==> src/rtl/hazard_ctrl.sv <==
// hazard_ctrl: central hazard unit for the 5-stage pipeline.
// Carries the E-stage write tags through M and W, then compares them with the
// D- and E-stage source registers. From that it drives the stall, the E bubble
// and the forwarding selects. It also tracks how long the multi-cycle
// mult/div unit stays busy.
module hazard_ctrl #(
  parameter int unsigned MD_LAT = 5
) (
  input  logic       clk,
  input  logic       rst,
  input  logic [4:0] ra1D,
  input  logic [4:0] ra2D,
  input  logic [1:0] tuse1D,
  input  logic [1:0] tuse2D,
  input  logic       md_use_D,
  input  logic [4:0] ra1E,
  input  logic [4:0] ra2E,
  input  logic [4:0] waE,
  input  logic [1:0] resE,
  input  logic       start_E,
  output logic       stall,
  output logic       Eclr,
  output logic [1:0] fwd1D,
  output logic [1:0] fwd2D,
  output logic [1:0] fwd1E,
  output logic [1:0] fwd2E,
  output logic       fwd2M,
  output logic       md_busy
);

  localparam logic [1:0] RES_NW  = 2'd0;
  localparam logic [1:0] RES_ALU = 2'd1;
  localparam logic [1:0] RES_DM  = 2'd2;
  localparam logic [1:0] RES_PC  = 2'd3;
  localparam logic [1:0] TUSE_NONE = 2'd3;
  localparam logic [3:0] MD_LOAD = 4'(MD_LAT);

  logic [4:0] wa_m, ra2_m, wa_w;
  logic [1:0] res_m, res_w;
  logic [3:0] md_cnt;

  logic       live_e, live_m, live_w;
  logic       src_e, src_m;
  logic [1:0] tnew_e, tnew_m;
  logic       stall_rs, stall_rt, stall_md;

  // Cycles until the producer's result exists, by stage and result class.
  function automatic logic [1:0] calc_tnew_e(input logic [1:0] res);
    case (res)
      RES_ALU: calc_tnew_e = 2'd1;
      RES_DM:  calc_tnew_e = 2'd2;
      default: calc_tnew_e = 2'd0;
    endcase
  endfunction

  function automatic logic [1:0] calc_tnew_m(input logic [1:0] res);
    calc_tnew_m = (res == RES_DM) ? 2'd1 : 2'd0;
  endfunction

  // A source stalls when its producer in E or M is too late for its Tuse.
  function automatic logic src_stall(input logic [4:0] ra, input logic [1:0] tuse,
                                     input logic [4:0] we, input logic le,
                                     input logic [1:0] te, input logic [4:0] wm,
                                     input logic lm, input logic [1:0] tm);
    src_stall = (ra != 5'd0) && (tuse != TUSE_NONE) &&
                ((le && (ra == we) && (tuse < te)) ||
                 (lm && (ra == wm) && (tuse < tm)));
  endfunction

  // The nearest stage that already holds the value wins: E, then M, then W.
  function automatic logic [1:0] sel_d(input logic [4:0] ra,
                                       input logic [4:0] we, input logic se,
                                       input logic [4:0] wm, input logic sm,
                                       input logic [4:0] ww, input logic sw);
    if (se && (ra == we))      sel_d = 2'd1;
    else if (sm && (ra == wm)) sel_d = 2'd2;
    else if (sw && (ra == ww)) sel_d = 2'd3;
    else                       sel_d = 2'd0;
  endfunction

  // Write tags advance one stage per clock; a stalled E receives a bubble upstream.
  always_ff @(posedge clk or posedge rst) begin
    if (rst) begin
      wa_m  <= 5'd0;
      res_m <= RES_NW;
      ra2_m <= 5'd0;
      wa_w  <= 5'd0;
      res_w <= RES_NW;
    end else begin
      wa_m  <= waE;
      res_m <= resE;
      ra2_m <= ra2E;
      wa_w  <= wa_m;
      res_w <= res_m;
    end
  end

  // Mult/div busy counter; a new start reloads it even while it is still counting.
  always_ff @(posedge clk or posedge rst) begin
    if (rst) begin
      md_cnt <= 4'd0;
    end else if (start_E) begin
      md_cnt <= MD_LOAD;
    end else if (md_cnt != 4'd0) begin
      md_cnt <= md_cnt - 4'd1;
    end
  end

  // Stage liveness, Tnew and hazard detection.
  always_comb begin
    live_e   = (waE  != 5'd0) && (resE  != RES_NW);
    live_m   = (wa_m != 5'd0) && (res_m != RES_NW);
    live_w   = (wa_w != 5'd0) && (res_w != RES_NW);
    src_e    = live_e && (resE == RES_PC);
    src_m    = live_m && ((res_m == RES_ALU) || (res_m == RES_PC));
    tnew_e   = calc_tnew_e(resE);
    tnew_m   = calc_tnew_m(res_m);
    stall_rs = src_stall(ra1D, tuse1D, waE, live_e, tnew_e, wa_m, live_m, tnew_m);
    stall_rt = src_stall(ra2D, tuse2D, waE, live_e, tnew_e, wa_m, live_m, tnew_m);
    stall_md = md_use_D && md_busy;
  end

  // Busy covers the start cycle itself as well as the counted cycles after it.
  always_comb begin
    md_busy = start_E || (md_cnt != 4'd0);
  end

  // Stall and forward outputs; reset forces them quiet without waiting for a clock.
  always_comb begin
    stall = 1'b0;
    fwd1D = 2'd0;
    fwd2D = 2'd0;
    fwd1E = 2'd0;
    fwd2E = 2'd0;
    fwd2M = 1'b0;
    if (!rst) begin
      stall = stall_rs || stall_rt || stall_md;
      fwd1D = sel_d(ra1D, waE, src_e, wa_m, src_m, wa_w, live_w);
      fwd2D = sel_d(ra2D, waE, src_e, wa_m, src_m, wa_w, live_w);
      fwd1E = sel_d(ra1E, 5'd0, 1'b0, wa_m, src_m, wa_w, live_w);
      fwd2E = sel_d(ra2E, 5'd0, 1'b0, wa_m, src_m, wa_w, live_w);
      fwd2M = (ra2_m != 5'd0) && (ra2_m == wa_w) && (res_w != RES_NW);
    end
    Eclr = stall;
  end

endmodule

==> config.mk <==
export PLATFORM = sky130hd
export DESIGN_NAME = hazard_ctrl
export DESIGN_NICKNAME = d
export VERILOG_FILES = /design/src/rtl/hazard_ctrl.sv
export SDC_FILE = /design/constraint.sdc
export NUM_CORES = 1
export LEC_CHECK = 0
export ABC_AREA = 1
export CAP_MARGIN = 20
export CELL_PAD_IN_SITES_DETAIL_PLACEMENT = 1
export CELL_PAD_IN_SITES_GLOBAL_PLACEMENT = 2
export CORE_AREA = 2 2 77 79
export CTS_CLUSTER_SIZE = 14
export DETAILED_ROUTE_END_ITERATION = 8
export DIE_AREA = 0 0 79 81
export DONT_BUFFER_PORTS = 1
export MAX_ROUTING_LAYER = met4
export PLACE_DENSITY = 0.77
export SLEW_MARGIN = 20
export SYNTH_ARGS = -nofsm -noshare
export SYNTH_HDL_FRONTEND = slang
export SYNTH_SLANG_ARGS = --single-unit
==> constraint.sdc <==
create_clock -name clk -period 2.3 [get_ports clk]
set_clock_uncertainty 0.15 [all_clocks]
set_input_delay 0.46 -clock clk [delete_from_list [all_inputs] [get_ports clk]]
set_output_delay 0.46 -clock clk [all_outputs]
set_load 0.005 [all_outputs]
Word level (Yosys, flattened, before mapping)

Cells that the tools add are included.

Register bits: 23
Input bits: 35
Output and inout bits: 12
Word-level logic and storage cells: 97

$add $sub $neg: 1
Magnitude comparators: 4
Equal/unequal tests: 19
Multiplexer cells: 20
Reductions and logical operators: 47

Operators with widths:

| cell                | count |
|---|---|
| $eq 5x5->1          | 11 |
| $logic_and 1x1->1   | 30 |
| $reduce_bool 5->1   | 6 |
| $mux 2              | 14 |
| $eq 2x2->1 const B  | 4 |
| $mux 4              | 2 |
| $reduce_bool 2->1   | 4 |
| $logic_or 1x1->1    | 6 |
| $eq 2x1->1 const B  | 2 |
| $lt 2x1->1          | 2 |
| $lt 2x2->1          | 2 |
| $ne 2x2->1 const B  | 2 |
| $pmux 2 s2          | 1 |
| $reduce_bool 4->1   | 1 |
| $sub 4x1->4 const B | 1 |
| $mux 1              | 3 |

Logic depth before layout (Yosys ltp)

Gate-level depths: netlist of run 1.

Word-level depth: 9
Depth in mapped cells: 14
Gate-level depth less buffers: 12

Worst setup path before layout of run 1

OpenSTA, ideal clock, no wires.

Path type: input port to output port
From: input resE[0]
To: output stall
Data arrival time: 1.479 ns
Required time: 1.690 ns
Slack: 0.211 ns
Cell stages on the path: 13
Path buffers: 1
Path through: inv_1 > nand2_1 > ha_1 > o21ai_0 > nand2_1 > nor2_1 > nand2_1 > nand2_1 > nand2_1 > nand3_1 > nand2_1 > inv_1 > buf_4

Word-level cells in the longest chain between the ends: 9
Elaborated cells between the ends (all ways): 18
Classes of those cells: 2 x order compare; 2 x eq/ne; 2 x mux; 12 x reduce/logical

Ends and longest elaborated chain:

| what                                            | RTL line | text |
|---|---|---|
| start, declared                                 | 19       | `input logic [1:0] resE,` |
| $eq 2x2->1, or another cell as far along        | 49       | `case (res)` |
| $pmux 2 s2 or $logic_and 1x1->1 (tied branches) | 49, 111  |  |
| $lt 2x2->1 or $logic_and 1x1->1 (tied branches) | 66       | `((le && (ra == we) && (tuse < te)) \|\|` |
| $logic_and 1x1->1                               | 66       |  |
| $logic_or 1x1->1                                | 66       |  |
| $logic_and 1x1->1                               | 65       | `src_stall = (ra != 5'd0) && (tuse != TUSE_NONE) &&` |
| $logic_or 1x1->1 * (2 in a row)                 | 137      | `stall = stall_rs \|\| stall_rt \|\| stall_md;` |
| $mux 1 *                                        | 136      | `if (!rst) begin` |
| end, declared                                   | 21       | `output logic stall,` |

Mark *: on every way between the ends. The rest lies on a longest branch, timed or not.

Worst setup path after layout of run 1

From: register wa_m[1]
To: output stall

Word-level cells in the longest chain between the ends: 9
Elaborated cells between the ends (all ways): 15
Classes of those cells: 2 x eq/ne; 1 x mux; 12 x reduce/logical

Ends and longest elaborated chain:

| what                            | RTL line | text |
|---|---|---|
| start, declared                 | 38       | `logic [4:0] wa_m, ra2_m, wa_w;` |
| start signal, assigned          | 90       | `wa_m <= waE;` |
| $reduce_bool 5->1               | 112      | `live_m = (wa_m != 5'd0) && (res_m != RES_NW);` |
| $logic_and 1x1->1               | 112      |  |
| $logic_and 1x1->1 (2 in a row)  | 67       | `(lm && (ra == wm) && (tuse < tm)));` |
| $logic_or 1x1->1                | 66       |  |
| $logic_and 1x1->1               | 65       |  |
| $logic_or 1x1->1 * (2 in a row) | 137      |  |
| $mux 1 *                        | 136      |  |

Marked as above.

==> impl_results.md, run 1 <==
- H-tree depth: 1
- Syn_nets: 305
- Largest delay share family, worst path: simple AND/OR/NAND/NOR gates
- Unrepaired setup endpoints after global routing: yes
- Drt total wl: 5510 um
- Combinational share of power: 25.1%
- Vias in the first global route: between 1500 and 2000
- Post-synth cell types: 28
- Most common cell after layout, fill and taps aside: nand2_1
- Share of cells above drive strength 1: 18.3%
- # nets final: between 300 and 400
- Met1 WL: 2430 um
- Setup Viol. Count Final: 0
- Met3 routed wirelength: 257 um
- Clk pwr share: 26.6%
- Drc violations: 0
- Synth Cell Area: 1840 sq um
- Synthesized flop and latch total: 23
- Root Driver: clkbuf_8
- Worst path max stage delay: 0.43 ns
- GPL Wtd Cong: 0.808
- Sequential share of the synthesized area: 31.2%
- Maximum clock path buffer count: 2
- Crit. End Element: primary output
- Slowest cell on the critical path: dfrtp_2
- Status: complete, no violations
- Least-Margin Pin Slew: between 0.3 and 0.4 ns
- Max-Cap Viols: 0
- Tmin final: 2.21 ns
- Internal power consumption: around 0.67 mW
- Slew HR: 74.9%
- Yosys synthesis warning count: 0
- Wirelength per Cell: ~16 um
- Required @ worst endpoint: 1.69 ns
- Cell Area, Placed: 1900 sq um
- Crit path kind: reg2out
- Critical path cell sequence: inv_4 -> nand2_2 -> nand2_1 -> nor2_2 -> nand2_2 -> nor2_4 -> nand2_1 -> nand2_1 -> nand2_1 -> nand3_2 -> nand2_2 -> inv_2
- Rows: 28
- CTS tree: yes
- First drt pass iteration count: 4
- P&R area growth vs syn: 12.1%
- First-pass GRT wire length: 8530 um
- Final Max Tran Viols: 0
- Antenna violation net count after detailed routing: 0
- Worst Setup Start Kind: register
- Avg Vias per Cell: 4.80
- Num CTS Buffers: 3
- Die Y: around 81 um
- Initial antenna violation count: 0
- Fin cells: between 300 and 400
- Syn Inst Count: 266
- Largest net degree at the start of global routing: 13
- Switching share of power: between 30% and 40%
- Drt first-iter violations: 26
- Max Used Layer: met4
- Commonest cells after routing, fill and taps aside: 80 x nand2_1, 27 x inv_1, 27 x xnor2_1, 17 x nor2_1, 13 x dfrtp_1
- Synth area leaders: dfrtp_1 31%, nand2_1 17%, xnor2_1 13%
- Met2 Wirelength: 2750 um
- Area share of the largest cell type after synthesis: 31.2%
- Worst Hold Class: in2reg
- Most common cell on crit path: nand2_1
- Core area: 5680 sq um
- Worst slack, placed: 0.167 ns
- Ant. Diodes: 0
- Crit-path max FO: 5
- Power, Total: 0.973 mW
- CTS sink count: 23
- # fillers: 740
- Global route overflow: 0
- IO Port Bufs: 0
- Avg Inst Size Synth: approximately 6.9 sq um
- Initial core utilization: 32.5%
- Maximum vdd ir drop: 0.211 mV
- Worst setup margin: around 0.085 ns
- Seq pwr share: about 48%
- Worst-path clk slew: 0.09 ns
- Crit path buf inv count: 2
- Power Density: about 470 nW/um^2
- Die width: 79 um
- Clock insertion delay at the later pin of the skew report: 0.26 ns
- Area leader, netlist: dfrtp_1
- Cell area after layout: approximately 2100 sq um
- F_max: 452 MHz
- Final Hold Viols: 0
- Final period util: 96.3%
- Io pins: 47
- Dpl hpwl: 4460 um
- Arrival time worst endpoint: between 1.5 and 2 ns
- Pleak: 0.958 nW
- Sw Pwr: 0.306 mW
- Vias: 1672
- Die ar.: 6400 sq um
- Aggregate global-route resource usage: a little under a fifth
- Placed instance count: 335
[final timing paths]
kind | slack [ns] | depth (start not counted) | startpoint | endpoint
max | 0.09 | 12 | wa_m[1]$_DFF_PP0_ | stall
min | 0.06 | 0 | waE[3] | wa_m[3]$_DFF_PP0_
max reg2reg | 0.79 | 5 | md_cnt[0]$_DFFE_PP0N_ | md_cnt[1]$_DFFE_PP0N_
min reg2reg | 0.26 | 0 | res_m[1]$_DFF_PP0_ | res_w[1]$_DFF_PP0_
max in group asynchronous | 1.17 | 2 | rst | res_m[0]$_DFF_PP0_
min in group asynchronous | 0.22 | 2 | rst | md_cnt[1]$_DFFE_PP0N_
[power by group through the flow]
| stage | Combinational [mW] | Sequential (mW) | Clock [mW] |
|---|---|---|---|
| floorplan | 0.199 | 0.457 | 0 |
| global placement | 0.223 | 0.478 | 0 |
| detailed placement | 0.227 | 0.479 | 0 |
| CTS | 0.232 | 0.471 | 0.270 |
| global route | 0.283 | 0.475 | 0.283 |
| finish | 0.244 | 0.470 | 0.259 |
[state kept, by name, summed over array words and instances, names as in the netlist]
name    count
wa_w        5
res_m       2
wa_m        5
ra2_m       5
res_w       2
md_cnt      4
[per-stage QoR]
step / hold WS (ns) / util (%) / setup TNS, ns
2_1_floorplan: 0.199 / - / 0
3_3_place_gp: 0.211 / 33.5 / 0
3_5_place_dp: 0.231 / 33.5 / 0
4_1_cts: 0.0503 / 34.8 / 0
5_1_grt: 0.0437 / 36.4 / -0.148
6_report: 0.0551 / 36.4 / 0
[metal layers]
layer / vias up / GRT usage, %
li1: 834 / -
met3: 7 / 2.56
met4: 0 / 6.38
met2: 39 / 30.8
met5: - / -
met1: 792 / 21.9
[area by class of cell]
| class | instances | area, sq um | share of cell area, % |
|---|---|---|---|
| multi-input cells | 198 | 1110 | 53.9 |
| flip-flops and latches | 23 | 588 | 28.4 |
| repair buffers | 11 | 85.1 | 4.11 |
| well taps | 75 | 93.8 | 4.54 |
| inverters | 37 | 141 | 6.84 |
| clock buffers | 4 | 45.0 | 2.18 |
[synth_stat cells (all sizes together)]
cell type,count
o22ai,1
ha,4
o21ai,7
xor2,9
inv,36
nor4,2
nor3,8
a21oi,8
nor3b,2
xnor2,27
nand3,15
nand2,84
buf,8
dfrtp,23
nor2,20
or2,3
a31oi,1
nand4,7
clkinv,1
[what timing repair did]
| action | CTS | global route |
|---|---|---|
| buffers inserted | 1 | 7 |
| endpoints found under the setup margin | 4 | 5 |
| gates resized for setup | 8 | 13 |
| hold endpoints to repair | 4 | 0 |
| hold buffers | 1 | 0 |
| pin swaps | 0 | 11 |
[cell families after synthesis]
logic type      after synthesis  share of synthesized area [%]
compound gates               17                           4.75
flops                        23                           31.2
fa+ha+maj                     4                           2.71
buf+inv                      45                           10.3
xor+xnor                     36                           17.1
simple gates                141                           33.9
No activity file was read; power rests on OpenSTA's default activity.
==> run 2: changes to the inputs <==
Settings changed: CORE_AREA 2 2 77 79 to 2 2 74 76, DIE_AREA 0 0 79 81 to 0 0 76 78, PLACE_DENSITY 0.77 to 0.83.
Clock period 2.3 ns to 2.6 ns, I/O delays scaled along.
==> run 2 against run 1 <==
  * Routed wire length down 7.8%
  * Sequential cell count did not move
  * Die area down 7.4%
  * Critical path depth decreased by 8
  * Worst setup slack gained 0.085 ns
  * Critical path type is now in2out
  * Largest cell class unchanged
==> impl_results.md, run 2 (synthesis results as in run 1) <==
- Crit path kind: in2out
- Worst Setup Start Kind: input port
- Arrival time worst endpoint: 1.76 ns
- Status: complete, no violations
- First-pass GRT wire length: 8670 um
- Crit. End Element: primary output
- Setup TNS: 0 ns
- # fillers: approximately 660
- Tmin final: about 2.4 ns
- Drc violations: 0
- F_max: 412 MHz
- GPL Wtd Cong: 0.783
- Clock insertion delay at the later pin of the skew report: around 0.27 ns
- Aggregate global-route resource usage: 19.0%
- First drt pass iteration count: 4
- Core area: 5040 sq um
- Unrepaired setup endpoints after global routing: no
- Drt first-iter violations: 56
- Hold EP: res_m[0]$_DFF_PP0_
- Setup Fix Bufs, Post-CTS: 0
- R2R depth: 5
- Hold path depth: 0
- Rows: 26
- Die width: 76 um
- CTS tree: yes
- Avg Vias per Cell: 4.83
- Maximum clock path buffer count: 2
- Multi-input logic area: 1080 sq um
- Ant. Diodes: 0
- Worst Hold Class: in2reg
- Worst R2R End: md_cnt[0]$_DFFE_PP0N_
- R2R setup slack: 1.14 ns
- CTS sink count: 23
- Initial antenna violation count: 0
- Core Util, Final: 38.7%
- Io pins: 47
- Largest net degree at the start of global routing: 13
- Vias: 1619
- Setup Viol. Count Final: 0
- Least-Margin Pin Slew: 0.426 ns
- Maximum vdd ir drop: 0.189 mV
- Final Max Tran Viols: 0
- Sequential cell area: 577 sq um
- IO Port Bufs: 0
- Required @ worst endpoint: between 1.5 and 2 ns
- FF-to-FF Start: md_cnt[0]$_DFFE_PP0N_
- Root Driver: clkbuf_8
- Wirelength per Cell: 15.2 um
- Drt total wl: between 5000 and 6000 um
- Die Y: 78 um
- Power Density: approximately 430 nW/um^2
- Antenna violation net count after detailed routing: 0
- Worst-path clk slew: roughly 0.08 ns
- P&R area growth vs syn: 5.83%
- H-tree depth: 1
- # nets final: 305
- Initial core utilization: 36.6%
- Share of cells above drive strength 1: 9.06%
- Final Hold Viols: 0
- Num CTS Buffers: 3
- Global route overflow: 0
- Final period util: 93.5%
- Max-Cap Viols: 0
- Biggest regs: ra2_m x5, wa_m x5, wa_w x5
- Slew HR: around 70%
- Most common cell after layout, fill and taps aside: nand2_1
- Crit-path max FO: 11
- Vias in the first global route: 1735
- Dpl hpwl: 4270 um
- Die ar.: approximately 5900 sq um
- Startpoint of the worst hold path: resE[0]
- Commonest cells after routing, fill and taps aside: 83 x nand2_1, 28 x inv_1, 27 x xnor2_1, 22 x dfrtp_1, 17 x nor2_1
- Pleak: 0.923 nW
==> run 2: changes by cell type in the layout (fill, tap and decap cells not counted), sizes merged <==
cell,previous run,this run
buf,10,2
==> run 2: per-stage QoR <==
stage	cells	hold WS [ns]	setup WS (ns)	power [mW]	instance area, sq um
floorplan	266	0.199	0.391	0.580	1840
global placement	330	0.236	0.395	0.616	1900
detailed placement	330	0.239	0.388	0.621	1900
CTS	335	0.110	0.135	0.859	1950
global route	335	0.0960	0.00753	0.910	1950
finish	335	0.121	0.170	0.839	1950
==> run 2: layer usage <==
| layer | wire length (um) | GRT usage [%] | up-vias | share of wire, % |
|---|---|---|---|---|
| met2 | 2490 | 33.5 | 31 | 49 |
| met4 | 64 | 5.64 | 0 | 1.3 |
| met3 | 270 | 4.07 | 5 | 5.3 |
| met1 | 2260 | 21.9 | 759 | 45 |
| met5 | 0 | - | - | 0 |
| li1 | - | - | 824 | - |
==> run 2: how the worst max path moves through the flow <==
| stage | from | to | slack (ns) |
|---|---|---|---|
| after global routing | rst | fwd2M | 0.008 |
| after floorplan | resE[0] | stall | 0.39 |
| after global placement | resE[0] | stall | 0.39 |
| after CTS | rst | fwd2M | 0.13 |
| after detailed placement | resE[0] | stall | 0.39 |
| final | rst | fwd2M | 0.17 |
==> run 2: what timing repair did <==
item | 4_1_cts | 5_1_grt
setup endpoints to repair | 0 | 2
hold buffers | 1 | 0
hold endpoints to repair | 5 | 0
gates resized for setup | 0 | 1
==> run 2: layout make-up <==
type,instances,share of cell area (%)
multi-input cells,198,55.3
well taps,70,4.49
flip-flops and latches,23,29.6
inverters,37,7.12
repair buffers,3,1.28
clock buffers,4,2.31
==> run 2: report_power, final <==
group / total [mW] / switching, mW / leakage [nW] / internal, mW
clock network: 0.228 / 0.119 / 0.0228 / 0.110
logic: 0.195 / 0.110 / 0.632 / 0.0849
registers: 0.416 / 0.0314 / 0.268 / 0.384
==> run 2: worst max-delay path, cell delays in order <==
cell,delay [ns]
dlygate4sd3_1,0.54
inv_1,0.33
nand4_1,0.15
nor3_1,0.22
==> run 3: changes to the inputs <==
Settings changed: RECOVER_POWER from default to 50.
==> run 3 against run 2 <==
  * Clock power about the same
  * Combinational power barely moved
  * Non-clock buffer count is the same
  * Die area unchanged
  * Worst setup slack gained 0.0088 ns
  * Cell area is 0.19% lower
  * Sequential cell count did not move
  * Total power is essentially flat
  * First-iteration DRC count up 14%
  * Critical path type unchanged
  * Largest cell class unchanged
==> impl_results.md, run 3 (synthesis results as in run 1) <==
- Status: complete, no violations
- Arrival time worst endpoint: 1.75 ns
- Final Hold Viols: 0
- Drc violations: 0
- Initial core utilization: 36.6%
- Slew HR: between 60% and 70%
- First-pass GRT wire length: 8670 um
- Biggest regs: ra2_m x5, wa_m x5, wa_w x5
- Cell Area, Placed: 1900 sq um
- Ant. Diodes: 0
- Crit-path max FO: 11
- Max-Cap Viols: 0
- Global route overflow: 0
- Clock insertion delay at the later pin of the skew report: 0.27 ns
- Core area: 5040 sq um
- GPL Wtd Cong: 0.783
- CTS tree: yes
- Drt total wl: slightly above 5000 um
- Aggregate global-route resource usage: 19.0%
- F_max: 413 MHz
- Required @ worst endpoint: 1.93 ns
- Maximum vdd ir drop: 0.189 mV
- # fillers: between 600 and 700
- Vias: 1616
- Initial antenna violation count: 0
- Dpl hpwl: 4270 um
- Share of cells above drive strength 1: roughly 8.7%
- Drt first-iter violations: 64
- P&R area growth vs syn: 5.63%
- Hold_ws: 0.119 ns
- # nets final: 305
- Worst Setup Start Kind: input port
- Pleak: roughly 0.92 nW
- H-tree depth: 1
- Worst-path clk slew: 0.08 ns
- Setup Viol. Count Final: 0
- Commonest cells after routing, fill and taps aside: 83 x nand2_1, 28 x inv_1, 27 x xnor2_1, 22 x dfrtp_1, 17 x nor2_1
- Vias in the first global route: around 1700
- Wirelength per Cell: 15.1 um
- Final period util: 93.1%
- Die ar.: 5930 sq um
- Avg Vias per Cell: 4.82
- Crit path kind: in2out
- Largest net degree at the start of global routing: 13
- Setup Fix Bufs, Post-CTS: 0
- Antenna violation net count after detailed routing: 0
- Power Density: 431 nW/um^2
- Power, Total: 0.839 mW
- Maximum clock path buffer count: 2
- Crit. End Element: primary output
- Unrepaired setup endpoints after global routing: no
- Root Driver: clkbuf_8
- Die Y: 78 um
- Final Max Tran Viols: 0
- First drt pass iteration count: 4
- Worst Hold Class: in2reg
- Rows: 26
- Setup TNS: 0 ns
- Most common cell after layout, fill and taps aside: nand2_1
- Least-Margin Pin Slew: 0.477 ns
- Num CTS Buffers: 3
- Tmin final: 2.42 ns
- Cell area after layout: 1950 sq um
- IO Port Bufs: 0
- CTS sink count: 23
- Die width: 76 um
- Io pins: 47
[run 3: cell count changes in the layout (fill, tap and decap cells not counted)]
cell,delta
buf_4,-1
clkbuf_1,+1
[run 3: cell type report]
type / instances / area [sq um] / share of cell area [%]
Multi-Input combinational cell: 198 / 1080 / 55.4
Tap cell: 70 / 87.6 / 4.50
Inverter: 37 / 139 / 7.13
Timing Repair Buffer: 3 / 21.3 / 1.09
Sequential cell: 23 / 577 / 29.6
Clock buffer: 4 / 45.0 / 2.31
[run 3: stage by stage]
stage / utilization, % / cells / setup slack, ns
finish: 38.6 / 335 / 0.179
global route: 38.6 / 335 / 0.00892
CTS: 38.7 / 335 / 0.135
detailed placement: 37.6 / 330 / 0.388
global placement: 37.6 / 330 / 0.395
floorplan: - / 266 / 0.391
[run 3: where the power goes]
group	switching (mW)	internal, mW	total [mW]
Clock	0.120	0.110	0.229
Sequential	0.0314	0.385	0.416
Combinational	0.110	0.0842	0.194
Total	0.261	0.578	0.839
[run 3: final timing paths]
| kind | startpoint | end | slack (ns) | cells after the start |
|---|---|---|---|---|
| min in group asynchronous | rst | wa_w[3]$_DFF_PP0_ | 0.53 | 2 |
| min reg2reg | res_m[1]$_DFF_PP0_ | res_w[1]$_DFF_PP0_ | 0.26 | 0 |
| max in group asynchronous | rst | wa_m[0]$_DFF_PP0_ | 1.00 | 3 |
| max | rst | fwd2M | 0.18 | 4 |
| min | resE[0] | res_m[0]$_DFF_PP0_ | 0.12 | 0 |
| max reg2reg | md_cnt[0]$_DFFE_PP0N_ | md_cnt[0]$_DFFE_PP0N_ | 1.14 | 5 |
[run 3: critical path: stages]
cell	delay, ns
dlygate4sd3_1	0.54
inv_1	0.32
nand4_1	0.15
nor3_1	0.22
[run 3: routing by layer]
layer  GRT usage (%)  part of all wire [%]  vias up
met2            33.5                    49       31
met3            4.07                   5.3        5
met4            5.64                   1.3        0
met1            21.9                    45      758
met5               -                     0        -
li1                -                     -      822
[run 3: repair_timing]
action                                  4_1_cts  5_1_grt
endpoints found under the setup margin        0        2
hold buffers                                  1        0
gates resized for setup                       0        1
endpoints found under the hold margin         5        0
